--- src/rtl/tt_char_pkg.sv ---
// Shared constants and FSM state type for the truth-table characterizer.
package tt_char_pkg;

    localparam int unsigned N_ROWS = 8;
    localparam int unsigned CODE_W = 8;
    localparam int unsigned IDX_W  = 3;

    typedef enum logic [2:0] {
        ST_IDLE,
        ST_SETTLE,
        ST_SAMPLE,
        ST_CONFIRM,
        ST_DONE
    } state_t;

endpackage

--- src/rtl/sync_2ff.sv ---
// Two-flop synchronizer for a single asynchronous bit, reset to 0.
module sync_2ff (
    input  logic clk,
    input  logic rst_n,
    input  logic d_i,
    output logic q_o
);

    logic meta_q;
    logic sync_q;

    // Shift the asynchronous input through two flops.
    always_ff @(posedge clk or negedge rst_n) begin
        if (!rst_n) begin
            meta_q <= 1'b0;
            sync_q <= 1'b0;
        end else begin
            meta_q <= d_i;
            sync_q <= meta_q;
        end
    end

    assign q_o = sync_q;

endmodule

--- src/rtl/tt_characterizer.sv ---
// Walks all eight input rows of a 3-input circuit, samples its output twice
// per row and assembles the measured truth-table code.
module tt_characterizer
    import tt_char_pkg::*;
#(
    parameter int unsigned SETTLE_CYCLES = 4
) (
    input  logic              clk,
    input  logic              rst_n,
    input  logic              start,
    input  logic              abort,
    input  logic [CODE_W-1:0] expected,
    input  logic              dut_out,
    output logic              dut_in1,
    output logic              dut_in2,
    output logic              dut_in3,
    output logic [CODE_W-1:0] tt_code,
    output logic              match,
    output logic              unstable,
    output logic              busy,
    output logic              done
);

    localparam logic [7:0]       SETTLE_LAST = 8'(SETTLE_CYCLES - 1);
    localparam logic [IDX_W-1:0] LAST_ROW    = IDX_W'(N_ROWS - 1);

    state_t            state_q, state_d;
    logic [7:0]        cnt_q, cnt_d;
    logic [IDX_W-1:0]  idx_q, idx_d;
    logic [CODE_W-1:0] code_q, code_d;
    logic [CODE_W-1:0] exp_q, exp_d;
    logic [CODE_W-1:0] tt_code_q, tt_code_d;
    logic              s0_q, s0_d;
    logic              match_q, match_d;
    logic              unstable_q, unstable_d;
    logic              done_q, done_d;
    logic              out_sync;
    logic              drive;

    sync_2ff u_sync (
        .clk   (clk),
        .rst_n (rst_n),
        .d_i   (dut_out),
        .q_o   (out_sync)
    );

    // State and datapath registers.
    always_ff @(posedge clk or negedge rst_n) begin
        if (!rst_n) begin
            state_q    <= ST_IDLE;
            cnt_q      <= '0;
            idx_q      <= '0;
            code_q     <= '0;
            exp_q      <= '0;
            tt_code_q  <= '0;
            s0_q       <= 1'b0;
            match_q    <= 1'b0;
            unstable_q <= 1'b0;
            done_q     <= 1'b0;
        end else begin
            state_q    <= state_d;
            cnt_q      <= cnt_d;
            idx_q      <= idx_d;
            code_q     <= code_d;
            exp_q      <= exp_d;
            tt_code_q  <= tt_code_d;
            s0_q       <= s0_d;
            match_q    <= match_d;
            unstable_q <= unstable_d;
            done_q     <= done_d;
        end
    end

    // Next-state and datapath update; abort overrides every transition.
    always_comb begin
        state_d    = state_q;
        cnt_d      = cnt_q;
        idx_d      = idx_q;
        code_d     = code_q;
        exp_d      = exp_q;
        tt_code_d  = tt_code_q;
        s0_d       = s0_q;
        match_d    = match_q;
        unstable_d = unstable_q;
        done_d     = 1'b0;

        case (state_q)
            ST_IDLE: begin
                if (start && !abort) begin
                    exp_d      = expected;
                    idx_d      = '0;
                    cnt_d      = '0;
                    code_d     = '0;
                    unstable_d = 1'b0;
                    state_d    = ST_SETTLE;
                end
            end
            ST_SETTLE: begin
                if (cnt_q == SETTLE_LAST) begin
                    state_d = ST_SAMPLE;
                end else begin
                    cnt_d = cnt_q + 8'd1;
                end
            end
            ST_SAMPLE: begin
                s0_d    = out_sync;
                state_d = ST_CONFIRM;
            end
            ST_CONFIRM: begin
                if (out_sync != s0_q) begin
                    unstable_d = 1'b1;
                end
                code_d[idx_q] = s0_q;
                if (idx_q == LAST_ROW) begin
                    state_d = ST_DONE;
                end else begin
                    idx_d   = idx_q + 1'b1;
                    cnt_d   = '0;
                    state_d = ST_SETTLE;
                end
            end
            ST_DONE: begin
                tt_code_d = code_q;
                match_d   = (code_q == exp_q);
                done_d    = 1'b1;
                state_d   = ST_IDLE;
            end
            default: state_d = ST_IDLE;
        endcase

        if (abort && (state_q != ST_IDLE)) begin
            state_d   = ST_IDLE;
            idx_d     = '0;
            cnt_d     = '0;
            tt_code_d = tt_code_q;
            match_d   = match_q;
            done_d    = 1'b0;
        end
    end

    assign drive    = (state_q == ST_SETTLE) || (state_q == ST_SAMPLE) ||
                      (state_q == ST_CONFIRM);
    assign dut_in1  = drive & idx_q[2];
    assign dut_in2  = drive & idx_q[1];
    assign dut_in3  = drive & idx_q[0];
    assign tt_code  = tt_code_q;
    assign match    = match_q;
    assign unstable = unstable_q;
    assign busy     = (state_q != ST_IDLE);
    assign done     = done_q;

endmodule

--- config.mk ---
export PLATFORM = sky130hd
export DESIGN_NAME = tt_characterizer
export DESIGN_NICKNAME = d
export VERILOG_FILES = /design/src/rtl/tt_char_pkg.sv /design/src/rtl/sync_2ff.sv /design/src/rtl/tt_characterizer.sv
export SDC_FILE = /design/constraint.sdc
export NUM_CORES = 1
export LEC_CHECK = 0
export ABC_CLOCK_PERIOD_IN_PS = 5200
export BUFFER_PORTS_ARGS = -buffer_cell sky130_fd_sc_hd__buf_2
export CORE_UTILIZATION = 40
export CTS_BUF_LIST = sky130_fd_sc_hd__clkbuf_4 sky130_fd_sc_hd__clkbuf_8
export CTS_CLUSTER_DIAMETER = 80
export DETAILED_ROUTE_END_ITERATION = 7
export PLACE_DENSITY = 0.59
export REMOVE_ABC_BUFFERS = 1
export SLEW_MARGIN = 5
export SYNTH_ARGS = -nofsm -noshare
export SYNTH_HDL_FRONTEND = slang
export SYNTH_SLANG_ARGS = --single-unit
--- constraint.sdc ---
create_clock -name clk -period 5.2 [get_ports clk]
set_clock_uncertainty 0.1 [all_clocks]
set_input_delay 1.04 -clock clk [delete_from_list [all_inputs] [get_ports clk]]
set_output_delay 1.04 -clock clk [all_outputs]
set_load 0.02 [all_outputs]
# Yosys cells after proc, flatten, opt, wreduce, memory -nomap -nowiden
# Cells that the tools add are included.
# word_totals
register_bits,44
latchBits,0
mem_bits_rw,0
rom_bits,0
in_bits,13
word_cells,75
memories,0
# op_classes
addsub,2
mul,0
div,0
n_lt_le_gt_ge,2
eq_ne,14
shift,0
mux,23
bitwise_logic,4
n_reduce_logical,18
# op_table
op,n
$mux 8,4
$pmux 8 s3,1
$mux 3,7
$pmux 8 s2,1
$ne 3x3->1 const B,4
$pmux 3 s4,1
$add 8x1->8 const B,1
$bwmux 8,1
$eq 8x2->1 const B,1
$eq 8x8->1,1
$reduce_and 2->1,4
$eq 3x2->1 const B,2
$eq 3x3->1 const B,2
$pmux 3 s2,1
$reduce_and 3->1,2
$reduce_bool 3->1,2
$mux 1,5
$lt 3x4->1 const B,1
$ne 2x2->1 const B,2
$reduce_and 4->1,1
$reduce_bool 4->1,1
$add 3x1->3 const B,1
$and 1x1->1,3
$demux 1 s3,1
other kinds (10),13

# Depth between registers and ports, before layout
# Gate-level depths: netlist of run 1.
# depth
depth_word,6
mapped_depth,6
mapped_depth_nobuf,6

# Cells and area by module
# Synthesis of run 1 repeated with hierarchy kept, for this count alone.
# unflattened
hier_cells,199
area_unflattened_um2,2163.3
# modules_own_cells
module,instances,cells_each,area_per_inst_um2,seq_area_each_um2
tt_characterizer,1,197,2113.3,1051.0
sync_2ff,1,2,50.0,50.0

# Least setup slack after synthesis of run 1
# Ideal clock, no wire load.
# synth_path
kind,reg2out
start,register idx_q[0]
end,output port dut_in3
t_arrival_ns,1.399
slack_ns,2.661
path_stages_with_launch,4
path_cell_list,dfrtp_1 clkbuf_1 clkbuf_1 nor3b_1
# synth_between
elab_chain_len,1
# synth_rtl
element,line_no,text
from (decl),tt_characterizer.sv:29,"logic [IDX_W-1:0] idx_q, idx_d;"
from (signal assigned),tt_characterizer.sv:63,idx_q <= idx_d;
$and 1x1->1,tt_characterizer.sv:145,assign dut_in3 = drive & idx_q[0];
to (decl),tt_characterizer.sv:16,"output logic dut_in3,"
# No other way between the ends.

# Worst setup path in the final report of run 1
# layout_path
start,register state_q[1]
end,output port busy
# layout_between
elab_chain_len,1
# layout_rtl
element,line_no,text
from (decl),tt_characterizer.sv:27,"state_t state_q, state_d;"
from (signal assigned),tt_characterizer.sv:61,state_q <= state_d;
$reduce_bool 3->1,tt_characterizer.sv:149,assign busy = (state_q != ST_IDLE);
to (decl),tt_characterizer.sv:20,"output logic busy,"
# No other way between the ends.

==> results of run 1 <==
metal layers:
layer / global-route usage (%) / wire length, um / vias up
li1: - / - / 785
met1: 20.7 / 2000 / 736
met3: 3.35 / 123 / 7
met2: 25.3 / 2030 / 23
met4: 5.19 / 48 / 0
met5: 0 / 0 / -
power by group:
group | internal [uW] | total (uW) | switching, uW
combinational | 40.0 | 80.6 | 40.6
clock | 157 | 271 | 114
sequential | 364 | 384 | 19.8
total | 561 | 736 | 175
layout by cell type (no fill, tap or decap), types with 6 or more instances in the layout:
master and n:
sky130_fd_sc_hd__nand2b_1 8, sky130_fd_sc_hd__dfrtp_1 44, sky130_fd_sc_hd__mux2_2 17, sky130_fd_sc_hd__a21oi_1 8, sky130_fd_sc_hd__xor2_1 8, sky130_fd_sc_hd__o21ai_0 17, sky130_fd_sc_hd__clkbuf_8 6, sky130_fd_sc_hd__o31ai_1 7
sky130_fd_sc_hd__nand2_1 7, sky130_fd_sc_hd__buf_2 27, sky130_fd_sc_hd__nor2_1 9
worst max path at each step:
stage | endpoint | slack (ps) | cells past startpoint
2_1_floorplan | tt_code[0]$_DFFE_PN0P_ | 2670 | 3
3_3_place_gp | cnt_q[1]$_DFFE_PN0P_ | 2690 | 5
3_5_place_dp | cnt_q[4]$_DFFE_PN0P_ | 2640 | 5
4_1_cts | busy | 2460 | 3
5_1_grt | dut_in3 | 2340 | 3
6_report | busy | 2470 | 3
metrics by stage:
| stage | area (um2) | hold WS, ps | utilization, % |
|---|---|---|---|
| after floorplan | 2160 | 231 | - |
| after global placement | 2390 | 244 | 45.9 |
| after detailed placement | 2390 | 247 | 45.9 |
| after CTS | 2510 | 265 | 48.2 |
| after global routing | 2510 | 275 | 48.2 |
| final | 2510 | 261 | 48.2 |
registers in the layout, summed over array words and instances (netlist names):
register       flops
cnt_q              8
code_q             8
done               1
exp_q              8
idx_q              3
match              1
s0_q               1
state_q            3
tt_code            8
u_sync.meta_q      1
u_sync.q_o         1
unstable           1
cells by family (layout without fill, tap and decap cells):
kind of cell	after synthesis	count (layout)	share of synthesized area, %
buf+inv	15	41	3.06
fa+ha+maj	3	3	1.70
mux	20	20	10.0
compound gates	53	53	15.3
xor+xnor	9	9	3.57
flops	44	44	49.9
simple gates	56	56	16.4
worst register-to-register path, delay by kind of cell, from the launching register on:
kind	cells	cell delay, ps
AOI/OAI and AO/OA	2	340
and+or+nand+nor	2	560
DFF	1	590
adders and majority gates	2	540
cell type report:
type | count | share of cell area, %
well taps | 70 | 3.49
inverters | 5 | 0.748
clock buffers | 6 | 3.29
multi-input cells | 141 | 41.4
flip-flops and latches | 44 | 43.9
repair buffers | 28 | 5.68
clock inverters | 2 | 1.55
==> summary by stage, run 1 <==
Setup path
The required time of the worst setup path is 4060 ps. The worst register-to-register path begins at idx_q[0]$_DFFE_PN0P_. The total buffers and inverters traversed by the critical path is 2.

The highest net fanout along the worst path is 16. The data arrival time of the worst path is 1590 ps. The cell depth of the worst flop-to-flop path is 6.

STA classifies the critical path endpoint as a primary output. Traced cell by cell, the critical path runs through nor3_1 -> inv_1 -> buf_2. The setup check on the worst reg-to-reg path leaves a slack of 2940 ps. The worst register-to-register path ends at cnt_q[4]$_DFFE_PN0P_. The critical path startpoint category is a register. On the critical path, the stage with the largest delay is an instance of sky130_fd_sc_hd__dfrtp_1. The largest stage delay on the critical path is 590 ps. The critical path is of the register to primary output type. On the critical path the largest part of the delay comes from flip-flops. The first element of the critical path is state_q[1]$_DFFE_PN0P_.

Drt
The detail route stage leaves a number of antenna-violating nets equal to 0. In the routed design, unresolved DRC markers number 0. The ratio of routed vias to standard cells is 5.24.

The DRC marker count from the first detailed-route iteration is 107. The post-detailed-route wirelength per cell is 14.2 um. The wire length after detailed routing is 4.20 mm. The routed via count is 1551. The number of detailed-routing iterations run before antenna repair is 4.

Floorplanning
The vertical die dimension is 76.3 um. The horizontal die dimension is 76.3 um. The floorplan has 26 rows.

During I/O placement, the number of pins put on the boundary was 28. The core area is 5200 um2. The die covers 5820 um2.

The initial core utilization is 42.4%.

Timing
The worst path uses 52.6% of the clock period. The slew of the pin with the lowest slew margin is 943 ps. The sum of negative setup slack is 0 ps. Setup violations remaining at the end of the flow were counted as 0. The worst path in the final design needs a cycle of 2730 ps, including I/O delays and setup. Setup repair after global routing left no endpoint under its margin. After layout, the worst setup slack is 2470 ps. The number of hold violations in the final report is 0. The fmax is 366 MHz. The worst-case headroom to the max-slew limit is 37.1%. The number of max-slew violations in the final report is 0.

Clocking
Clock tree synthesis found a total of 44 sinks. The clock-pin slew on the worst setup and hold paths is 80 ps. The TritonCTS buffer count is 5. The count of buffers added by post-CTS timing repair for setup is 0.

Counting along the longest clock path gives a buffer depth of 2. The count of H-tree levels built during CTS is 2. TritonCTS built the clock tree. The cts-stage hold buffer count is 0. The number of gates resized after cts is 0.

The clock latency on the worst-skew pair is 290 ps. The root buffer selected by CTS is sky130_fd_sc_hd__clkbuf_8.

Yosys
The synthesized instance count is 200. The leading area contributor after synthesis is sky130_fd_sc_hd__dfrtp_1. Of all flip-flops after synthesis, the portion carrying an async set or reset was 100%. Each instance of the synthesized netlist takes up on average 11.0 um2. The cell area that synthesis handed to floorplanning was 2210 um2. The most used flip-flop cell after synthesis is sky130_fd_sc_hd__dfrtp_1. In the post-synthesis netlist, the cell with the most instances is sky130_fd_sc_hd__dfrtp_1. Sorting the synthesized cells by area gives the leading types as sky130_fd_sc_hd__dfrtp_1, sky130_fd_sc_hd__mux2_2, sky130_fd_sc_hd__o21ai_0. The synthesized design devotes to its leading area cell type 49.9% of total area. Sequential elements use 49.9% of the synthesized area. Counting flops and latches in the post-synthesis netlist gives 44.

During synthesis, Yosys emitted a total of 0 warnings. By count the netlist is led by sky130_fd_sc_hd__dfrtp_1, sky130_fd_sc_hd__mux2_2, sky130_fd_sc_hd__o21ai_0, sky130_fd_sc_hd__nor2_1. The number of enable flip-flop cells after synthesis is 0.

The post-synthesis cell type count is 42.

Placement
Prior to clock tree synthesis, the placed netlist has a worst setup slack of 2640 ps. Once detailed placement completed, the half-perimeter wirelength came to 2.91 mm. The congestion estimate from routability-driven global placement came to 0.779. The number of port buffers is 27. The post-placement cell count is 288.

Finish
The final layout contains 241 nets. The area of all sequential standard cells is 1100 um2. The area of combinational cells with multiple inputs is 1040 um2. The count of placed standard cells in the final layout, fillers left out is 296. From synthesis to final layout, the design area changed by 13.7%. After filler insertion, the fill cell instance count of the layout stands at 497. The repair_antennas step left the layout with diodes totalling 0. The ratio of cells with drive above 1 in the final layout is 26.1%.

Hold path
The min-delay analysis places its worst path in the category register to register. The terminating pin of the worst hold path is u_sync.q_o$_DFF_PN0_. The start point of the worst min-delay path is u_sync.meta_q$_DFF_PN0_. The worst hold path passes through 0 cells.

Global route
The total overflow left after global routing is 0. The via count of the first global-routing pass is 1449. The first global-routing pass estimated 7.14 mm of wire.

The initial antenna violation count is 0. Entering global routing, the biggest net connects 45 pins. Global routing used 15.6% of the available tracks.

Power
The design draws 736 uW. The peak supply drop is 0.125 mV. The standby leakage power is 0.00116 uW. In this run the power density over the cells is 293 nW/um2.

Job
The number of maximum-capacitance constraint violations is 0.

Status
The run finished with clean final reports.
Note: power is estimated with default switching activity, not from simulation.
==> run 2, diff against run 1 <==
- ABC_AREA: default -> 1
- ABC_CLOCK_PERIOD_IN_PS: 5200 -> 2800
- clock period: 5.2 -> 2.8 ns (I/O delays scaled with it)
==> summary by stage, run 2 <==
Status
The flow ran to the end, and the final reports show no timing, DRC or antenna violations.

Global route
Global routing used 16.8% of the available tracks across all layers. The first global-routing pass estimated 7.91 mm of wire. The initial antenna violation count came to 0.

The maximum number of pins on one net before global-route repair is 31. Global routing finished with a remaining overflow of 0. The via count of the first global-routing pass is 1725.

Timing
In the finished design, the share of the clock period the worst path needs comes to 69.9%. At the pin with the least slew margin, the transition time is 725 ps. The minimum period implied by the final worst setup slack is 1960 ps.

Summed over all failing endpoints, the final setup total negative slack is 0 ps. Setup violations remaining at the end of the flow were counted as 0. The number of hold violations in the final report is 0.

The number of max-slew violations in the final report is 0. The worst-case headroom to the max-slew limit is 51.4%. Setup slack on the critical path of the routed design comes to 844 ps. Setup repair after global routing left no endpoint under its margin.

The fmax is 511 MHz.

Drt
The final antenna-violating net count is 0. The wire length after detailed routing is 4.38 mm. The pre-antenna-repair detailed-routing pass consisted of 4 iterations.

Using the TritonRoute via totals, the vias-per-cell ratio works out to 4.65. The post-detailed-route wirelength per cell is 11.4 um. Across all layers, the routed design uses 1794 vias. The post-detailed-route DRC marker count is 0. The DRC marker count from the first detailed-route iteration is 87.

Clocking
The clock net in this run drives a total of 44 sinks. The number of gates resized after cts is 0. TritonCTS built the clock tree.

The TritonCTS buffer count is 5. The count of H-tree levels built during CTS is 2. In this run the post-CTS setup repair buffer count came out at 0.

The cts-stage hold buffer count is 0. The clock-pin slew on the worst setup and hold paths is 80 ps. The root buffer cell chosen for the clock tree is sky130_fd_sc_hd__clkbuf_8. The clock latency on the worst-skew pair is 290 ps. The maximum clock path buffer count is 2.

Finish
The layout net count is 329. The cell area after layout is 2580 um2. The most common library cell in the layout ignoring fill and taps is sky130_fd_sc_hd__nand2_1. The number of antenna repair diodes is 0. The top cell types in the final layout, fill and taps aside, are sky130_fd_sc_hd__nand2_1, sky130_fd_sc_hd__dfrtp_1, sky130_fd_sc_hd__buf_2. Cells with a size suffix above 1 make up 17.8% of the layout. The layout overhead on the synthesized area is 13.4%.

Floorplanning
Once the floorplan was initialized, standard cells occupied 41.3% of the core. The total I/O pin count is 28. The die covers 5990 um2.

The core area is 5510 um2. In this run the horizontal extent of the chip is 77.4 um. The floorplan has 27 rows. From bottom edge to top edge, the die measures 77.4 um.

Yosys
The number of register bits inferred by synthesis is 44. The commonest register cell after synthesis is sky130_fd_sc_hd__dfrtp_1. The most instantiated library cell after synthesis is sky130_fd_sc_hd__nand2_1. The synthesized design spends more area on one cell type than any other, namely sky130_fd_sc_hd__dfrtp_1.

The synthesized area divided by synthesized cell count is 8.09 um2. The number of synthesis warnings is 0. After synthesis, the cell types taking the most area are sky130_fd_sc_hd__dfrtp_1, sky130_fd_sc_hd__nand2_1, sky130_fd_sc_hd__inv_1.

The synthesized design devotes to its leading area cell type 48.4% of total area. By count the netlist is led by sky130_fd_sc_hd__nand2_1, sky130_fd_sc_hd__dfrtp_1, sky130_fd_sc_hd__inv_1, sky130_fd_sc_hd__nor2_1. The synthesized instance count is 281.

The number of enable flip-flop cells after synthesis is 0. The part of the Yosys area used for sequential elements is 48.4%. In this run, distinct cell masters in the synthesized netlist total 30. The netlist area before placement is 2270 um2. After synthesis, the share of flip-flops with an asynchronous set or reset is 100%.

Setup path
The cell type group with the largest total delay on the critical path is flip-flops. The highest net fanout along the worst path is 4. The largest stage delay on the critical path is 430 ps. The required time of the worst setup path is 2140 ps. The internal reg-to-reg setup slack is 990 ps. The critical path startpoint category is a register. Traced cell by cell, the critical path runs through nor2_2 -> inv_1 -> nand2_1 -> nor2_1 -> buf_2. The classification of the worst setup path is register to primary output.

The critical path contains buffers and inverters numbering 2 combined. The reg-to-reg critical path endpoint is tt_code[2]$_DFFE_PN0P_. The number of cells on the worst reg-to-reg path is 6.

The critical-path cell with the highest stage delay is sky130_fd_sc_hd__dfrtp_1. The endpoint class of the critical path is a primary output. In this run the critical register-to-register path is launched from state_q[1]$_DFFE_PN0P_. For the worst setup path, the data arrival time is 1300 ps.

Placement
The HPWL after detailed placement is 3.26 mm. After detailed placement, the total cell area comes to 2490 um2. The post-placement setup slack is 907 ps.

The number of port buffers is 27. The final weighted congestion in routability-driven placement is 0.841.

Power
The standby leakage power is 0.00142 uW. The power density normalized to cell area is 684 nW/um2. The peak supply drop is 0.440 mV.

Hold path
The path category of the worst min-delay check is primary input to asynchronous set/reset pin.

Job
The tool flagged a number of max-cap violations equal to 0.
[run 2: cell count changes after synthesis, moves of 6 or more]
cell and change:
sky130_fd_sc_hd__o21bai_1 +8, sky130_fd_sc_hd__a21oi_1 -7, sky130_fd_sc_hd__nand2_1 +100, sky130_fd_sc_hd__nand3_1 +13, sky130_fd_sc_hd__inv_1 +17, sky130_fd_sc_hd__nor2_1 +8
sky130_fd_sc_hd__xor2_1 -6, sky130_fd_sc_hd__xnor2_1 +6, sky130_fd_sc_hd__o31ai_1 -7, sky130_fd_sc_hd__nand2b_1 -8, sky130_fd_sc_hd__mux2_2 -16
[run 2: worst max-delay path by stage]
| stage | from | endpoint | slack (ps) | cells past startpoint |
|---|---|---|---|---|
| after detailed placement | abort | tt_code[3]$_DFFE_PN0P_ | 910 | 5 |
| after CTS | state_q[1]$_DFFE_PN0P_ | dut_in3 | 830 | 5 |
| after floorplan | state_q[0]$_DFFE_PN0P_ | dut_in1 | 1220 | 4 |
| final | state_q[1]$_DFFE_PN0P_ | dut_in3 | 840 | 5 |
| after global routing | state_q[0]$_DFFE_PN0P_ | dut_in3 | 720 | 5 |
| after global placement | abort | match$_DFFE_PN0P_ | 960 | 5 |
[run 2: kinds of logic (layout without fill, tap and decap cells)]
group                    count (synthesis)  in the layout  share of synthesized area, %
buffers and inverters                   29             62                          5.23
adder cells (fa/ha/maj)                  3              3                          1.65
XOR/XNOR                                 9              9                          3.47
flip-flops                              44             44                          48.4
AND/OR/NAND/NOR                        166            166                          33.4
AO/OA/AOI/OAI                           29             29                          7.37
multiplexers                             1              1                         0.495
[run 2: report_power, final]
| group | leakage [uW] | total (uW) | internal, uW | switching (uW) |
|---|---|---|---|---|
| Clock | 0.0000479 | 395 | 174 | 221 |
| Sequential | 0.000592 | 828 | 734 | 94.2 |
| Combinational | 0.000782 | 540 | 191 | 349 |
| Total | 0.00142 | 1760 | 1100 | 664 |
[run 2: cell type report]
type                       instances  area [um2]
sequential                        44        1100
fill                             586        2930
multi-input combinational        208        1050
clock inverter                     3        18.8
timing repair buffer              28         143
inverter                          26         103
tap                               72        90.1
clock buffer                       5        68.8
[run 2: per-layer routing]
layer  wire length [um]  global-route usage, %  vias up
met5                  0                      0        -
met4                 49                   5.66        0
met3                141                   3.76        4
met2               1860                   25.8       32
met1               2330                   23.3      795
li1                   -                      -      963
[run 2: stage by stage]
stage               std cells  total power [uW]  util, %  hold WS, ps
floorplan                 278              1240        -          164
global placement          378              1380     45.2          239
finish                    386              1760     46.8         75.4
global route              386              1900     46.8         92.5
detailed placement        378              1380     45.2          243
CTS                       386              1780     46.8         79.0
